--- config.mk ---
export PLATFORM = sky130hd
export DESIGN_NAME = fwd_hazard_unit
export DESIGN_NICKNAME = d
export VERILOG_FILES = /design/src/rtl/fwd_hazard_unit.sv
export SDC_FILE = /design/constraint.sdc
export NUM_CORES = 1
export LEC_CHECK = 0
export CAP_MARGIN = 20
export CORE_ASPECT_RATIO = 0.8
export CORE_MARGIN = 2
export CORE_UTILIZATION = 50
export DETAILED_ROUTE_END_ITERATION = 12
export PLACE_DENSITY = 0.88
export RECOVER_POWER = 100
export SYNTH_ARGS = -nofsm -noshare
export SYNTH_HDL_FRONTEND = slang
export SYNTH_SLANG_ARGS = --single-unit
--- constraint.sdc ---
create_clock -name clk -period 2.7 [get_ports clk]
set_clock_uncertainty 0.2 [all_clocks]
set_input_delay 0.27 -clock clk [delete_from_list [all_inputs] [get_ports clk]]
set_output_delay 0.27 -clock clk [all_outputs]
set_load 0.03 [all_outputs]
--- src/rtl/fwd_hazard_unit.sv ---
// fwd_hazard_unit
// ---------------------------------------------------------------------------
// Operand-forwarding and load-use hazard controller for a 5-stage MIPS pipe.
// A shadow scoreboard tracks the destination register of the instructions in
// EXE, MEM and WB. From it the block derives:
//   - the registered EXE-stage operand mux selects (forwardOp1/forwardOp2),
//   - a combinational load-use stall request.
//
// Ports
//   clk, rst_n            : clock, asynchronous active-low reset
//   pipe_en               : global advance enable (0 = everything holds)
//   flush                 : kill the instruction currently in ID
//   id_valid              : ID holds a real instruction
//   id_rs / id_rt         : source register indices of the ID instruction
//   id_uses_rs/id_uses_rt : ID instruction actually reads rs / rt
//   id_dst                : destination register of the ID instruction
//   id_reg_write          : ID instruction writes id_dst
//   id_mem_read           : ID instruction is a load
//   forwardOp1/forwardOp2 : 00 = regfile, 01 = WB data, 10 = EXE/MEM result
//   stall                 : hold PC and IF/ID, bubble into EXE
//
// Optional feature (macro FWD_HAZARD_STATS_EN):
//   stat_stalls, stat_fwd_exe, stat_fwd_wb : 32-bit saturating event counters
// ---------------------------------------------------------------------------
module fwd_hazard_unit #(
  parameter int REG_AW = 5
) (
  input  logic              clk,
  input  logic              rst_n,
  input  logic              pipe_en,
  input  logic              flush,
  input  logic              id_valid,
  input  logic [REG_AW-1:0] id_rs,
  input  logic [REG_AW-1:0] id_rt,
  input  logic              id_uses_rs,
  input  logic              id_uses_rt,
  input  logic [REG_AW-1:0] id_dst,
  input  logic              id_reg_write,
  input  logic              id_mem_read,
  output logic [1:0]        forwardOp1,
  output logic [1:0]        forwardOp2,
`ifdef FWD_HAZARD_STATS_EN
  output logic [31:0]       stat_stalls,
  output logic [31:0]       stat_fwd_exe,
  output logic [31:0]       stat_fwd_wb,
`endif
  output logic              stall
);

  localparam logic [1:0] FWD_RF  = 2'b00;
  localparam logic [1:0] FWD_WB  = 2'b01;
  localparam logic [1:0] FWD_EXE = 2'b10;

  localparam int EXE = 0;
  localparam int MEM = 1;
  localparam int WB  = 2;

  typedef struct packed {
    logic              valid;
    logic [REG_AW-1:0] dst;
    logic              reg_write;
    logic              mem_read;
  } slot_t;

  slot_t       slot_q [3];
  logic [1:0]  fwd1_q, fwd1_d;
  logic [1:0]  fwd2_q, fwd2_d;

  logic        exe_hit_rs_s, exe_hit_rt_s;
  logic        mem_hit_rs_s, mem_hit_rt_s;
  logic        stall_s;
  logic        load_s;

  // A slot produces r when it will write r; $0 is hard-wired and never counts.
  function automatic logic produces(input slot_t s, input logic [REG_AW-1:0] r);
    return s.valid & s.reg_write & (s.dst == r) & (r != {REG_AW{1'b0}});
  endfunction

  // Hazard detection and next forward-select computation for the ID instruction.
  always_comb begin
    exe_hit_rs_s = produces(slot_q[EXE], id_rs);
    exe_hit_rt_s = produces(slot_q[EXE], id_rt);
    mem_hit_rs_s = produces(slot_q[MEM], id_rs);
    mem_hit_rt_s = produces(slot_q[MEM], id_rt);

    // Flush dominates: a killed instruction can never request a stall.
    stall_s = id_valid & ~flush & slot_q[EXE].mem_read &
              ((id_uses_rs & exe_hit_rs_s) | (id_uses_rt & exe_hit_rt_s));
    load_s  = id_valid & ~flush & ~stall_s;

    fwd1_d = FWD_RF;
    fwd2_d = FWD_RF;
    if (load_s && id_uses_rs) begin
      if (exe_hit_rs_s && !slot_q[EXE].mem_read) begin
        fwd1_d = FWD_EXE;
      end else if (mem_hit_rs_s) begin
        fwd1_d = FWD_WB;
      end else begin
        fwd1_d = FWD_RF;
      end
    end else begin
      fwd1_d = FWD_RF;
    end
    if (load_s && id_uses_rt) begin
      if (exe_hit_rt_s && !slot_q[EXE].mem_read) begin
        fwd2_d = FWD_EXE;
      end else if (mem_hit_rt_s) begin
        fwd2_d = FWD_WB;
      end else begin
        fwd2_d = FWD_RF;
      end
    end else begin
      fwd2_d = FWD_RF;
    end
  end

  // Scoreboard shift and registered forward selects.
  always_ff @(posedge clk or negedge rst_n) begin
    if (!rst_n) begin
      for (int i = 0; i < 3; i++) begin
        slot_q[i] <= '0;
      end
      fwd1_q <= FWD_RF;
      fwd2_q <= FWD_RF;
    end else if (pipe_en) begin
      // WB keeps no load flag; it is only a landing spot for the MEM occupant.
      slot_q[WB]  <= {slot_q[MEM].valid, slot_q[MEM].dst, slot_q[MEM].reg_write, 1'b0};
      slot_q[MEM] <= slot_q[EXE];
      if (load_s) begin
        slot_q[EXE] <= {1'b1, id_dst, id_reg_write, id_mem_read};
      end else begin
        slot_q[EXE] <= '0;
      end
      fwd1_q <= fwd1_d;
      fwd2_q <= fwd2_d;
    end
  end

  assign forwardOp1 = fwd1_q;
  assign forwardOp2 = fwd2_q;
  assign stall      = stall_s;

`ifdef FWD_HAZARD_STATS_EN
  logic [31:0] stalls_q, fwd_exe_q, fwd_wb_q;

  function automatic logic [31:0] sat_inc(input logic [31:0] c, input logic en);
    return (en && (c != 32'hFFFF_FFFF)) ? (c + 32'd1) : c;
  endfunction

  // Event counters, advanced only on enabled edges.
  always_ff @(posedge clk or negedge rst_n) begin
    if (!rst_n) begin
      stalls_q  <= 32'd0;
      fwd_exe_q <= 32'd0;
      fwd_wb_q  <= 32'd0;
    end else if (pipe_en) begin
      stalls_q  <= sat_inc(stalls_q, stall_s);
      fwd_exe_q <= sat_inc(fwd_exe_q, (fwd1_d == FWD_EXE) || (fwd2_d == FWD_EXE));
      fwd_wb_q  <= sat_inc(fwd_wb_q, (fwd1_d == FWD_WB) || (fwd2_d == FWD_WB));
    end
  end

  assign stat_stalls  = stalls_q;
  assign stat_fwd_exe = fwd_exe_q;
  assign stat_fwd_wb  = fwd_wb_q;
`endif

endmodule

==> results of run 1 <==
-- kinds of logic after synthesis --
family | Yosys count | share of synthesized area
AOI/OAI and AO/OA | 18 | 0.179
xor gates and xnor gates | 20 | 0.167
buffers and inverters | 5 | 0.0179
DFF | 19 | 0.453
muxes | 7 | 0.0751
and+or+nand+nor | 20 | 0.108
-- final cells by class --
type / instances / area, sq um / share of cell area
clock inverters: 1 / 7.51 / 0.00505
clock buffers: 3 / 22.5 / 0.0152
flip-flops and latches: 19 / 475 / 0.320
inverters: 2 / 7.51 / 0.00505
repair buffers: 45 / 395 / 0.266
well taps: 24 / 30.0 / 0.0202
multi-input cells: 65 / 548 / 0.369
-- sequential cells by signal (all words and copies together) (netlist names) --
name and flops:
forwardOp1 2, slot_q 15, forwardOp2 2
-- worst register-to-register path, cell delays in order, from the launching register on --
cell      delay [ps]
dfrtp_1          460
xnor2_1          190
nand4_1          110
nor2_1           240
a22oi_4          130
clkbuf_1         210
a32o_1           290
-- final timing paths --
kind	startpoint	endpoint	cells after the start
max	id_rt[1]	stall	7
min	rst_n	slot_q[9]	1
max reg2reg	slot_q[18]	slot_q[18]	6
min reg2reg	forwardOp2[1]	forwardOp2[1]	1
max in group asynchronous	rst_n	slot_q[12]	1
min in group clk	forwardOp2[1]	forwardOp2[1]	1
-- synth_stat cells, drive strengths merged (3+ instances only) --
| cell type | number |
|---|---|
| nand2 | 3 |
| dfrtp | 19 |
| nand3 | 3 |
| xnor2 | 14 |
| nand4 | 3 |
| mux2 | 7 |
| a32o | 9 |
| xor2 | 6 |
| nor2 | 5 |
| clkbuf | 3 |
-- power by group through the flow --
stage / Combinational, mW / Sequential [mW] / Clock [mW]
after floorplan: 0.0570 / 0.318 / 0
after global placement: 0.121 / 0.322 / 0
after detailed placement: 0.127 / 0.324 / 0
after CTS: 0.128 / 0.318 / 0.153
after global routing: 0.136 / 0.321 / 0.166
final: 0.125 / 0.318 / 0.148
-- metrics by stage --
step	worst slack (ps)	std cells	hold slack [ps]	total power, mW
2_1_floorplan	765	89	-226	0.375
3_3_place_gp	-71.1	155	272	0.443
3_5_place_dp	-136	155	277	0.450
4_1_cts	91.5	159	236	0.599
5_1_grt	34.4	159	340	0.622
6_report	95.6	159	281	0.592
-- layer usage --
metal  up-vias  wire length [um]
met5         -                 0
met4         0                72
met3         8               111
met2        34              1290
met1       456              1090
li1        425                 -
==> out/results.ini, run 1 <==
[detailed_routing]
ant_nets = 0
drt-total-wl_um = 2570
drt_pass1_iterations = 4
drc_errors = 0
dr.first_iter.drc_count = 29
detailroute.via_count = 923
post_drt_wl_per_cell_um = 16.1
post_drt_via_cell_ratio = 5.81

[cts]
clkSinkCount = 19
clk_latency_ps = 310
cts_made_buffers = 3
cts-root-buf = clkbuf_4
post_cts.resized_instances = 1
h-tree-depth = 1
cts_setup_buffers = 0
clk_transition_reported_paths_ps = 110
postCtsHoldBufs = 0
clock_path_buffers = 2
tritoncts = yes

[placement]
detailed_place.area_sq_mm = 0.00148
gp_congestion = 0.963
io_buffer_count = 28
dp_hpwl_um = 2080

[cells_and_area]
layout.cells.most_common_list = clkdlybuf4s50_1 (21), dfrtp_1 (19), xnor2_1 (14), buf_4 (14), a32o_1 (8)
post_route_cells_drive_above_1_share = 0.237
fillers = 131
final_net_count = 160
final_core_utilization = 0.771
synthToLayoutAreaGrowth_pct = 41.6
layout.cells.most_common = clkdlybuf4s50_1
diodes = 0
postLayoutCellArea_sq_mm = 0.00149

[worst_setup_path]
timing.critical_path.fanout_max = 2
path_delay_family = buffers and inverters
crit_arrival_ps = 2130
worst_path_max_delay_cell = or4_4
worst_setup_path_start_kind = input pin
crit_required_ps = 2230
timing.critical_path.cells = clkdlybuf4s50_1 > or4_4 > o21ai_2 > nor2_2 > a22oi_4 > inv_1 > dlygate4sd2_1
max_stage_delay_ps = 560
cp_num_buf_inv = 3
r2r_setup_slack_ps = 770
timing_worst_setup_path_type = input pin to primary output
end_kind = primary output

[sta]
final_hold_violations = 0
max_freq_mhz = 384
period_minus_slack_ps = 2600
drv_slew = 0
max_slew.worst_pin.slew_ps = 800
setup_tns_ps = 0
setup_viol = 0
unrepaired_setup_endpoints_after_global_routing = no
finalCritPeriodShare = 0.965
timing.slew.headroom = 0.465

[global_routing]
grt_first_pass_wirelength_um = 4490
gr-usage-met1 = 0.281
globalRoute.busiestLayer = met2
grtUsageTotal = 0.240
grt_util_met3 = 0.0516
first_global_vias = 976
antenna_found_initial = 0
grt_max_degree = 20
grt-ovfl-total = 0
grtUsageMet2 = 0.443

[synth]
mappedNetlistArea_sq_mm = 0.00105
ys_dominant_reg_cell = dfrtp_1
post_synth_inst_count = 89
postSynth.asyncResetShare = 1.00
syn_nets = 113
synth_cell_types = 23
synthDominantCellAreaShare = 0.453
synth.ff_latch_count = 19
yosysTopAreaCell = dfrtp_1
synth.yosys.seq_area_share = 0.453
synth-edff-count = 0
synth_area_per_cell_sq_um = 11.8
synth.area.top_cells = dfrtp_1 (45%), xnor2_1 (12%), mux2_2 (7.5%)
ys.warnings.count = 0

[die]
die_width_um = 55.2
io_pins = 29
fp.dieH_um = 45.0
floorplan.rows = 14
initial_core_util = 0.545
core_area_sq_mm = 0.00193
dieArea_sq_mm = 0.00248

[pwr]
cellInternalPower_mw = 0.433
power_switching_mw = 0.159
comb_power_share = 0.212
ir_worst_vdd_mv = 0.356
switching_share = 0.268
pwr-share-clk = 0.251
share_seq_of_total_power = 0.538
cellPowerDensity_mw_per_mm2 = 398
total_leakage_power_nw = 0.671

[outcome]
result_of_the_run = finished clean

[hold_path]
hold_path.class = input pin to asynchronous set/reset pin

[run]
maxCapViolCount = 0

(Power assumes the default switching activity.)
==> run 2, diff against run 1 <==
--- a/config.mk
+++ b/config.mk
@@ -5,7 +5,6 @@
 export SDC_FILE = /design/constraint.sdc
 export NUM_CORES = 1
 export LEC_CHECK = 0
-export CAP_MARGIN = 20
 export CORE_ASPECT_RATIO = 0.8
 export CORE_MARGIN = 2
 export CORE_UTILIZATION = 50
==> results of run 2 <==
Same layout as run 1: the final DEF is identical, and so are final timing and power.
==> run 3, diff against run 2 <==
--- a/config.mk
+++ b/config.mk
@@ -7,9 +7,9 @@
 export LEC_CHECK = 0
 export CORE_ASPECT_RATIO = 0.8
 export CORE_MARGIN = 2
-export CORE_UTILIZATION = 50
+export CORE_UTILIZATION = 47
 export DETAILED_ROUTE_END_ITERATION = 12
-export PLACE_DENSITY = 0.88
+export PLACE_DENSITY = 0.83
 export RECOVER_POWER = 100
 export SYNTH_ARGS = -nofsm -noshare
 export SYNTH_HDL_FRONTEND = slang
==> constraint.sdc (replaced) <==
create_clock -name clk -period 2.9 [get_ports clk]
set_clock_uncertainty 0.2 [all_clocks]
set_input_delay 0.29 -clock clk [delete_from_list [all_inputs] [get_ports clk]]
set_output_delay 0.29 -clock clk [all_outputs]
set_load 0.03 [all_outputs]
==> run 3 against run 2 <==
Against the previous run: power decreased by 8.7%; combinational power is 10% lower; sequential power decreased by 6.9%; via count decreased by 2.8%; core utilization is 9.5 points lower; sequential share of layout area rose by 0.89 points; setup slack better by 86 ps; critical path type unchanged; global-route usage is 4.8 points lower; hold slack gained 12 ps; flip-flop and latch count stayed put; clock power shrank 11%; design area decreased by 2.7%.
==> out/results.ini, run 3 (synthesis results as in run 1) <==
[worst_setup_path]
worst_setup_path_start_kind = input pin
timing.critical_path.fanout_max = 2
timing_worst_setup_path_type = input pin to primary output
max_stage_delay_ps = 560
worst_path_max_delay_cell = or4_4
timing.critical_path.cells = clkdlybuf4s50_1 > or4_4 > o21ai_2 > nor2_2 > a22oi_1 > inv_1 > dlygate4sd2_1
end_kind = primary output
crit_arrival_ps = 2230
crit_required_ps = 2410

[die]
floorplan.rows = 15
core_area_sq_mm = 0.00214
dieArea_sq_mm = 0.00263
die_width_um = 56.8
fp.dieH_um = 46.3
initial_core_util = 0.491
io_pins = 29

[pwr]
ir_worst_vdd_mv = 0.276
power_switching_mw = 0.140
cellInternalPower_mw = 0.400
cellPowerDensity_mw_per_mm2 = 374
switching_share = 0.259
share_seq_of_total_power = 0.547
total_leakage_power_nw = 0.635
comb_power_share = 0.208
pwr-share-clk = 0.245

[detailed_routing]
ant_nets = 0
detailroute.via_count = 897
drt-total-wl_um = 2350
dr.first_iter.drc_count = 29
drt_pass1_iterations = 4
drc_errors = 0
post_drt_via_cell_ratio = 5.75
post_drt_wl_per_cell_um = 15.1

[cts]
clock_path_buffers = 2
cts_setup_buffers = 0
clk_transition_reported_paths_ps = 110
clk_latency_ps = 290
cts-root-buf = clkbuf_4
tritoncts = yes
clkSinkCount = 19
cts_made_buffers = 3
h-tree-depth = 1

[global_routing]
grt-ovfl-total = 0
grt_max_degree = 20
grt_first_pass_wirelength_um = 3760
first_global_vias = 836
grtUsageTotal = 0.193
antenna_found_initial = 0

[sta]
drv_slew = 0
setup_tns_ps = 0
setup_slack_ps = 181
period_minus_slack_ps = 2720
setup_viol = 0
unrepaired_setup_endpoints_after_global_routing = no
final_hold_violations = 0
max_slew.worst_pin.slew_ps = 850
finalCritPeriodShare = 0.937
final_worst_hold_slack_ps = 294
timing.slew.headroom = 0.432
max_freq_mhz = 368

[cells_and_area]
synthToLayoutAreaGrowth_pct = 37.8
post_layout_nonfiller_instances = 156
final_net_count = 156
fillers = 175
register_name_with_the_most_flops = slot_q
layout.cells.most_common = clkdlybuf4s50_1
layout.cells.most_common_list = clkdlybuf4s50_1 (20), dfrtp_1 (19), xnor2_1 (14)
largest_register_ffs = 15
postLayoutCellArea_sq_mm = 0.00145
diodes = 0
post_route_cells_drive_above_1_share = 0.221

[placement]
gp_congestion = 0.938
detailed_place.area_sq_mm = 0.00145
dp_slack_ps = 5.84
dp_hpwl_um = 1910
io_buffer_count = 28
placed_cells_incl_taps = 152

[outcome]
result_of_the_run = finished clean

[hold_path]
hold_path.class = flip-flop to flip-flop

[run]
maxCapViolCount = 0

==> run 3: changes by cell type in the layout (fill, tap and decap cells not counted) <==
| cell | delta |
|---|---|
| a22oi_4 | -1 |
| clkbuf_1 | -1 |
| buf_4 | -3 |
| dlygate4sd3_1 | +1 |
| a22oi_1 | +1 |
| a32o_2 | +1 |
| clkinvlp_4 | -1 |
| clkinv_2 | +1 |
| clkdlybuf4s50_1 | -1 |
| a32o_1 | -1 |
==> run 3: power by group through the flow <==
stage / clock, mW / sequential, mW / combinational (mW)
after global routing: 0.148 / 0.298 / 0.121
after global placement: 0 / 0.300 / 0.111
after detailed placement: 0 / 0.301 / 0.114
final: 0.132 / 0.296 / 0.112
after floorplan: 0 / 0.296 / 0.0530
after CTS: 0.137 / 0.296 / 0.115
==> run 3: final timing paths <==
check | startpoint | endpoint | slack [ps] | cells past startpoint
setup / recovery | id_rt[1] | stall | 180 | 7
hold / removal | forwardOp2[1] | forwardOp2[1] | 290 | 1
setup reg to reg | slot_q[18] | slot_q[22] | 990 | 6
hold reg to reg | forwardOp2[1] | forwardOp2[1] | 290 | 1
max in group asynchronous | rst_n | slot_q[11] | 1640 | 1
min in group asynchronous | rst_n | slot_q[14] | 340 | 1
==> run 3: critical path, delay by kind of cell <==
family | cells | cell delay (ps)
compound gates | 2 | 470
buf+inv | 3 | 860
simple gates | 2 | 610
==> run 3: area by class of cell <==
| cell class | count | area (sq um) | share of cell area |
|---|---|---|---|
| Clock buffer | 3 | 22.5 | 0.0156 |
| Clock inverter | 1 | 5.00 | 0.00346 |
| Inverter | 2 | 7.51 | 0.00519 |
| Multi-Input combinational cell | 65 | 536 | 0.370 |
| Sequential cell | 19 | 475 | 0.329 |
| Tap cell | 25 | 31.3 | 0.0216 |
| Timing Repair Buffer | 41 | 369 | 0.255 |
==> run 3: layer usage <==
layer	GRT usage	wire, um	up-vias
li1	-	-	419
met5	0	0	-
met2	0.328	1120	35
met3	0.0309	115	2
met1	0.251	1100	441
met4	0.0791	12	0
==> run 3: what timing repair did <==
| action | 4_1_cts | 5_1_grt |
|---|---|---|
| resized for setup | 1 | 0 |
| hold buffers | 0 | 0 |
| setup endpoints to repair | 1 | 0 |
==> run 3: through the flow <==
stage / power [mW] / util
after floorplan: 0.349 / -
after global placement: 0.412 / 0.677
after detailed placement: 0.415 / 0.677
after CTS: 0.547 / 0.689
after global routing: 0.568 / 0.676
final: 0.540 / 0.676
